<file path="src/rtl/jtag_pkg.sv">
// Shared encodings for the JTAG scan master: TAP state codes, command opcodes,
// master sequencer states and default sizing.
package jtag_pkg;

   localparam int JTAG_MAX_LEN = 32;
   localparam int JTAG_LEN_W   = 6;
   localparam int INIT_ONES    = 5;

   // Classic 1149.1 state encoding, shared with tap_ctl so shadow and target can be compared.
   typedef enum logic [3:0] {
      TAP_EXIT2_DR = 4'h0, TAP_EXIT1_DR = 4'h1, TAP_SHIFT_DR = 4'h2, TAP_PAUSE_DR = 4'h3,
      TAP_SEL_IR   = 4'h4, TAP_UPD_DR   = 4'h5, TAP_CAP_DR   = 4'h6, TAP_SEL_DR   = 4'h7,
      TAP_EXIT2_IR = 4'h8, TAP_EXIT1_IR = 4'h9, TAP_SHIFT_IR = 4'hA, TAP_PAUSE_IR = 4'hB,
      TAP_RTI      = 4'hC, TAP_UPD_IR   = 4'hD, TAP_CAP_IR   = 4'hE, TAP_TLR      = 4'hF
   } tap_state_e;

   typedef enum logic [1:0] {
      OP_TAP_RESET = 2'b00,
      OP_IR_SCAN   = 2'b01,
      OP_DR_SCAN   = 2'b10,
      OP_RUNTEST   = 2'b11
   } cmd_op_e;

   typedef enum logic [2:0] {
      M_INIT, M_IDLE, M_NAV_IN, M_SHIFT, M_NAV_OUT, M_RUN, M_RESP
   } mst_state_e;

endpackage

</file>
<file path="src/rtl/jtag_scan_master_tap_shadow.sv">
// Shadow copy of the target TAP controller: advances on every TCK edge with the
// TMS value the target consumes on that edge.
module tap_shadow
   import jtag_pkg::*;
(
   input  logic       clk,
   input  logic       rst,
   input  logic       tms,
   output tap_state_e state
);

   tap_state_e state_d, state_q;

   always_comb begin
      state_d = state_q;
      case (state_q)
         TAP_TLR:      state_d = tms ? TAP_TLR      : TAP_RTI;
         TAP_RTI:      state_d = tms ? TAP_SEL_DR   : TAP_RTI;
         TAP_SEL_DR:   state_d = tms ? TAP_SEL_IR   : TAP_CAP_DR;
         TAP_CAP_DR:   state_d = tms ? TAP_EXIT1_DR : TAP_SHIFT_DR;
         TAP_SHIFT_DR: state_d = tms ? TAP_EXIT1_DR : TAP_SHIFT_DR;
         TAP_EXIT1_DR: state_d = tms ? TAP_UPD_DR   : TAP_PAUSE_DR;
         TAP_PAUSE_DR: state_d = tms ? TAP_EXIT2_DR : TAP_PAUSE_DR;
         TAP_EXIT2_DR: state_d = tms ? TAP_UPD_DR   : TAP_SHIFT_DR;
         TAP_UPD_DR:   state_d = tms ? TAP_SEL_DR   : TAP_RTI;
         TAP_SEL_IR:   state_d = tms ? TAP_TLR      : TAP_CAP_IR;
         TAP_CAP_IR:   state_d = tms ? TAP_EXIT1_IR : TAP_SHIFT_IR;
         TAP_SHIFT_IR: state_d = tms ? TAP_EXIT1_IR : TAP_SHIFT_IR;
         TAP_EXIT1_IR: state_d = tms ? TAP_UPD_IR   : TAP_PAUSE_IR;
         TAP_PAUSE_IR: state_d = tms ? TAP_EXIT2_IR : TAP_PAUSE_IR;
         TAP_EXIT2_IR: state_d = tms ? TAP_UPD_IR   : TAP_SHIFT_IR;
         TAP_UPD_IR:   state_d = tms ? TAP_SEL_DR   : TAP_RTI;
      endcase
   end

   always_ff @(posedge clk or posedge rst) begin
      if (rst) state_q <= TAP_TLR;
      else     state_q <= state_d;
   end

   assign state = state_q;

endmodule

</file>
<file path="src/rtl/jtag_scan_master.sv">
// Host-side JTAG sequencer: turns reset/IR/DR/RUNTEST commands into registered
// TMS/TDI streams, captures TDO and always leaves the target in Run-Test/Idle.
module jtag_scan_master
   import jtag_pkg::*;
#(
   parameter int MAX_LEN = JTAG_MAX_LEN,
   parameter int LEN_W   = JTAG_LEN_W
) (
   input  logic               TCK,
   input  logic               TRST,
   input  logic               CMD_VALID,
   output logic               CMD_READY,
   input  logic [1:0]         CMD_OP,
   input  logic [LEN_W-1:0]   CMD_LEN,
   input  logic [MAX_LEN-1:0] CMD_DATA,
   output logic               TMS_OUT,
   output logic               TDI_OUT,
   input  logic               TDO_IN,
   output logic               RSP_VALID,
   output logic [MAX_LEN-1:0] RSP_DATA,
   output logic               RSP_ERR,
   output logic               BUSY
);

   localparam logic [LEN_W-1:0] MAX_L = LEN_W'(MAX_LEN);

   mst_state_e         st_d, st_q;
   cmd_op_e            op_d, op_q;
   logic [LEN_W-1:0]   cnt_d, cnt_q, len_d, len_q, pre_last;
   logic [MAX_LEN-1:0] dat_d, dat_q, rx_d, rx_q, rdat_d, rdat_q;
   logic               tms_d, tms_q, tdi_d, tdi_q, rdy_d, rdy_q, busy_d, busy_q;
   logic               rvld_d, rvld_q, rerr_d, rerr_q, rcmd_d, rcmd_q;
   logic               accept, bad_len;
   tap_state_e         tap_st;

   tap_shadow u_shadow (.clk(TCK), .rst(TRST), .tms(tms_q), .state(tap_st));

   assign CMD_READY = rdy_q && (tap_st == TAP_RTI);
   assign accept    = CMD_VALID && CMD_READY;
   assign bad_len   = (CMD_LEN == '0) || (CMD_LEN > MAX_L);
   // Last preamble index: IR walks 1,1,0,0 and DR walks 1,0,0 into Shift.
   assign pre_last  = (op_q == OP_IR_SCAN) ? LEN_W'(3) : LEN_W'(2);

   always_comb begin
      st_d = st_q;   op_d = op_q;     cnt_d = cnt_q;   len_d = len_q;
      dat_d = dat_q; rx_d = rx_q;     tms_d = tms_q;   tdi_d = tdi_q;
      rdy_d = rdy_q; busy_d = busy_q; rvld_d = 1'b0;   rdat_d = rdat_q;
      rerr_d = rerr_q; rcmd_d = rcmd_q;
      case (st_q)
         M_INIT: begin
            if (cnt_q == LEN_W'(INIT_ONES)) begin
               tms_d  = 1'b0;
               rdy_d  = 1'b1;
               rcmd_d = 1'b0;
               if (rcmd_q) begin
                  st_d = M_RESP; rvld_d = 1'b1; rerr_d = 1'b0; rdat_d = '0;
               end else begin
                  st_d = M_IDLE;
               end
            end else begin
               cnt_d = cnt_q + LEN_W'(1);
               tms_d = (cnt_q < LEN_W'(INIT_ONES - 1));
            end
         end
         M_IDLE, M_RESP: begin
            st_d = M_IDLE; busy_d = 1'b0; tms_d = 1'b0; tdi_d = 1'b0;
            if (accept) begin
               op_d = cmd_op_e'(CMD_OP); len_d = CMD_LEN; dat_d = CMD_DATA;
               rx_d = '0; cnt_d = '0; busy_d = 1'b1; rdy_d = 1'b0;
               case (cmd_op_e'(CMD_OP))
                  OP_TAP_RESET: begin st_d = M_INIT; rcmd_d = 1'b1; tms_d = 1'b1; end
                  OP_RUNTEST: begin
                     if (CMD_LEN == '0) begin
                        st_d = M_RESP; rvld_d = 1'b1; rdy_d = 1'b1; rerr_d = 1'b0; rdat_d = '0;
                     end else begin
                        st_d = M_RUN;
                     end
                  end
                  default: begin
                     if (bad_len) begin
                        st_d = M_RESP; rvld_d = 1'b1; rdy_d = 1'b1; rerr_d = 1'b1; rdat_d = '0;
                     end else begin
                        st_d = M_NAV_IN; tms_d = 1'b1;
                     end
                  end
               endcase
            end
         end
         M_NAV_IN: begin
            if (cnt_q == pre_last) begin
               st_d = M_SHIFT; cnt_d = '0;
               tdi_d = dat_q[0]; dat_d = dat_q >> 1;
               tms_d = (len_q == LEN_W'(1));
            end else begin
               cnt_d = cnt_q + LEN_W'(1);
               tms_d = (op_q == OP_IR_SCAN) && (cnt_q == '0);
            end
         end
         M_SHIFT: begin
            // TDO enters at the top; the final right-align happens on completion.
            rx_d = {TDO_IN, rx_q[MAX_LEN-1:1]};
            if (cnt_q == len_q - LEN_W'(1)) begin
               st_d = M_NAV_OUT; cnt_d = '0; tms_d = 1'b1; tdi_d = 1'b0;
            end else begin
               cnt_d = cnt_q + LEN_W'(1);
               tdi_d = dat_q[0]; dat_d = dat_q >> 1;
               tms_d = (cnt_q + LEN_W'(2) == len_q);
            end
         end
         M_NAV_OUT: begin
            if (cnt_q == '0) begin
               cnt_d = LEN_W'(1); tms_d = 1'b0;
            end else begin
               st_d = M_RESP; rvld_d = 1'b1; rdy_d = 1'b1; rerr_d = 1'b0;
               rdat_d = rx_q >> (MAX_L - len_q);
            end
         end
         M_RUN: begin
            if (cnt_q == len_q - LEN_W'(1)) begin
               st_d = M_RESP; rvld_d = 1'b1; rdy_d = 1'b1; rerr_d = 1'b0; rdat_d = '0;
            end else begin
               cnt_d = cnt_q + LEN_W'(1);
            end
         end
         default: st_d = M_INIT;
      endcase
   end

   always_ff @(posedge TCK or posedge TRST) begin
      if (TRST) begin
         st_q <= M_INIT;  op_q <= OP_TAP_RESET; cnt_q <= '0;   len_q <= '0;
         dat_q <= '0;     rx_q <= '0;           tms_q <= 1'b1; tdi_q <= 1'b0;
         rdy_q <= 1'b0;   busy_q <= 1'b0;       rvld_q <= 1'b0; rdat_q <= '0;
         rerr_q <= 1'b0;  rcmd_q <= 1'b0;
      end else begin
         st_q <= st_d;    op_q <= op_d;         cnt_q <= cnt_d; len_q <= len_d;
         dat_q <= dat_d;  rx_q <= rx_d;         tms_q <= tms_d; tdi_q <= tdi_d;
         rdy_q <= rdy_d;  busy_q <= busy_d;     rvld_q <= rvld_d; rdat_q <= rdat_d;
         rerr_q <= rerr_d; rcmd_q <= rcmd_d;
      end
   end

   assign TMS_OUT   = tms_q;
   assign TDI_OUT   = tdi_q;
   assign RSP_VALID = rvld_q;
   assign RSP_DATA  = rdat_q;
   assign RSP_ERR   = rerr_q;
   assign BUSY      = busy_q;

endmodule
</file>
<file path="config.mk">
export PLATFORM = sky130hd
export DESIGN_NAME = jtag_scan_master
export DESIGN_NICKNAME = d
export VERILOG_FILES = /design/src/rtl/jtag_pkg.sv /design/src/rtl/jtag_scan_master_tap_shadow.sv /design/src/rtl/jtag_scan_master.sv
export SDC_FILE = /design/constraint.sdc
export NUM_CORES = 1
export LEC_CHECK = 0
export ABC_AREA = 1
export CORE_AREA = 2 2 96 191
export CTS_CLUSTER_DIAMETER = 100
export CTS_CLUSTER_SIZE = 10
export DETAILED_ROUTE_END_ITERATION = 10
export DIE_AREA = 0 0 98 193
export PLACE_DENSITY = 0.74
export SLEW_MARGIN = 20
export SYNTH_ARGS = -nofsm -noshare
export SYNTH_HDL_FRONTEND = slang
export SYNTH_SLANG_ARGS = --single-unit
</file>
<file path="constraint.sdc">
create_clock -name TCK -period 5.35 [get_ports TCK]
set_clock_uncertainty 0.05 [all_clocks]
set_input_delay 0.8025 -clock TCK [delete_from_list [all_inputs] [get_ports TCK]]
set_output_delay 0.8025 -clock TCK [all_outputs]
set_load 0.01 [all_outputs]
</file>
==> run metrics <==
Power, Total between 6 and 7 mW; Worst setup SP type flip-flop; placed cells 1320; I/O pin count between 80 and 90; sequential area share after synthesis between 40% and 50%; Die Wd 98 µm; Root Driver clkbuf_16; CP Capture Type flip-flop; switching share of power between 50 and 60%; Hold Buf Count CTS 0; final setup vio count 0; delay of the slowest critical-path stage roughly 0.69 ns; MaxCap Viol Count 0; outcome finished clean; CTS tree yes; kind of critical path reg2reg; RSZ-0062 raised after global routing no; Syn-to-layout area delta 19.1%; initial antenna violation count 0; Slowest cell on crit path nand3_2; Post-Syn Area between 7000 and 8000 µm²; CTS sink count 124; Seq pwr share between 20% and 30%; reg2reg start len_q[0]; antenna fix cells 0; Clk pwr share ~18%; DIE AREA roughly 19000 µm²; Die H roughly 190 µm; Psw roughly 3.4 mW; final wirelength 20200 µm; endpoints failing hold 0; Comb power frac around 58%; fraction of layout cells with a size suffix above 1 6.50%; Final Slew Violations 0; first-pass iteration count of the detailed router 8; remaining global-route overflow 0; final estimated routing congestion in global placement roughly 0.95; Worst-Margin Slew between 1 and 1.5 ns; Pwr Density 739 nW/µm²; Slew HR between 30% and 40%; worst skew pair latency 0.43 ns; First DRT Iteration DRCs 629; hold_ws 0.437 ns; Vias/cell around 5.5; Resized Gates After CTS 0; Final period util 72.1%; Syn Area/Cell ~7.2 µm²; net count after synthesis about 1100; async set-reset flop share out of synthesis 100%; post-route ant nets 0; setup tns final 0 ns; design area between 9000 and 10000 µm²; #FFs+latches synth 124; global-route wire length before repair approximately 34000 µm; crit path from len_q[0]; DP Area roughly 8600 µm²; vias in the first global route about 7000; DR WL/cell 14.9 µm; CP required 5.58 ns; CTS buffer count 17; hold crit path type reg2reg; Synth Warn # 0; buffers added on ports 81; nets around 1200; hold path start dat_q[4]; Pleak between 4 and 5 nW; GR Util All Layers approximately 22%; # H-tree levels 4; worst path bufs/invs 3; Max IR drop VDD slightly above 400 µV; CTS Buffer Depth 2; DRC Markers 0; core area about 18000 µm²; Rows 69; largest net degree at the start of global routing 88; worst-path fanout max 49; Setup Fix Bufs, Post-CTS 0; Initial Util between 40% and 50%; Most common cell on crit path nand2_1; fmax roughly 0.26 GHz; critical path arrival just over 4 ns; HPWL Detailed approximately 15000 µm; non-filler cells in the finished layout between 1000 and 1500; Reg clk slew, reported paths approximately 0.07 ns; Int Power ~3.4 mW; number of unique standard cell types used by synthesis 40; Synth Instances around 1100; via count 7464; number of flops mapped to enable cells by yosys 0; worst-path cell chain buf_4 > inv_2 > ha_1 > buf_4 > nor2_1 > nor2_1 > nand2_1 > nor2_1 > nand2_1 > nor2_4 > nand2_4 > nand2_1 > nand3_2 > nand2_1 > o21ai_1; CP top delay family simple AND/OR/NAND/NOR gates; Primary FF master, synth dfrtp_1; Tmin final a little under 4 ns
==> per-stage QoR <==
stage	setup slack [ns]	util, %
floorplan	1.21	-
global placement	1.64	49.1
detailed placement	1.53	49.1
CTS	1.49	52.6
global route	1.06	52.7
finish	1.49	52.7
==> power groups by stage <==
stage,Combinational (mW),Clock (mW),Sequential (mW)
after CTS,3.90,1.26,1.65
after global placement,3.81,0,1.65
final,3.95,1.23,1.65
after global routing,4.45,1.29,1.70
after detailed placement,3.88,0,1.66
after floorplan,3.08,0,1.58
==> worst reg2reg max path: stages (launching register included) <==
cell and delay (ns):
dfrtp_1 0.32, buf_4 0.35, inv_2 0.35, ha_1 0.38, buf_4 0.32, nor2_1 0.08
nor2_1 0.11, nand2_1 0.06, nor2_1 0.11, nand2_1 0.09, nor2_4 0.14, nand2_4 0.11
nand2_1 0.14, nand3_2 0.69, nand2_1 0.30, o21ai_1 0.09
==> Yosys cell counts, drive strengths merged, types with 7 or more instances <==
| cell | n | area [µm²] |
|---|---|---|
| a21oi | 7 | 57.6 |
| o21ai | 79 | 395 |
| inv | 88 | 330 |
| o22ai | 32 | 200 |
| dfrtp | 119 | 2980 |
| nand3 | 196 | 996 |
| mux2i | 31 | 310 |
| clkbuf | 20 | 75.1 |
| nand2 | 349 | 1320 |
| nor2 | 58 | 253 |
| ha | 11 | 138 |
| nand4 | 7 | 43.8 |
| buf | 39 | 205 |
| o211ai | 15 | 113 |
==> area by class of cell <==
class	count	area, µm²
fillers	1647	8280
multi-input cells	810	4070
flip-flops and latches	124	3110
repair buffers	85	841
clock buffers	17	425
inverters	88	335
well taps	213	267
clock inverters	15	201
==> cell families (layout without fill, tap and decap cells) <==
logic type	after synthesis	count (layout)	synth area share, %
adders and majority gates	11	11	1.77
DFF	124	124	40.0
buffers and inverters	147	205	7.86
muxes	31	31	4.00
and+or+nand+nor	620	620	34.8
xor gates and xnor gates	9	9	1.11
AOI/OAI and AO/OA	139	139	10.4
==> layer usage <==
layer	wire length, µm	track usage (%)
met5	0	0
met4	595	9.62
met3	1110	3.39
met2	9510	34.7
met1	8980	30.1
==> flip-flops by register name (all words and copies together), names as in the netlist <==
name	count
RSP_DATA	32
dat_q	32
rx_q	32
cnt_q	6
len_q	6
u_shadow.state	4
st_q	3
op_q	2
BUSY	1
RSP_ERR	1
RSP_VALID	1
TDI_OUT	1
TMS_OUT	1
rcmd_q	1
rdy_q	1
==> final timing paths <==
kind,endpoint,slack [ns],depth (start not counted)
max in group asynchronous,RSP_DATA[19],3.36,3
hold / removal,dat_q[4],0.44,2
hold reg to reg,dat_q[4],0.44,2
min in group asynchronous,rx_q[5],0.86,2
setup reg to reg,RSP_DATA[31],1.49,15
setup / recovery,RSP_DATA[31],1.49,15
==> cell usage in the layout (no fill, tap or decap), types with 15 or more instances in the layout <==
cell / synthesis / final
clkbuf_16: 0 / 17
clkdlybuf4s50_1: 0 / 81
dfrtp_1: 119 / 119
inv_1: 77 / 76
mux2i_1: 31 / 31
nand2_1: 347 / 347
nand3_1: 193 / 193
nor2_1: 50 / 49
o211ai_1: 15 / 15
o21ai_0: 59 / 59
o21ai_1: 20 / 20
o22ai_1: 32 / 32
No activity file was read; power rests on OpenSTA's default activity.
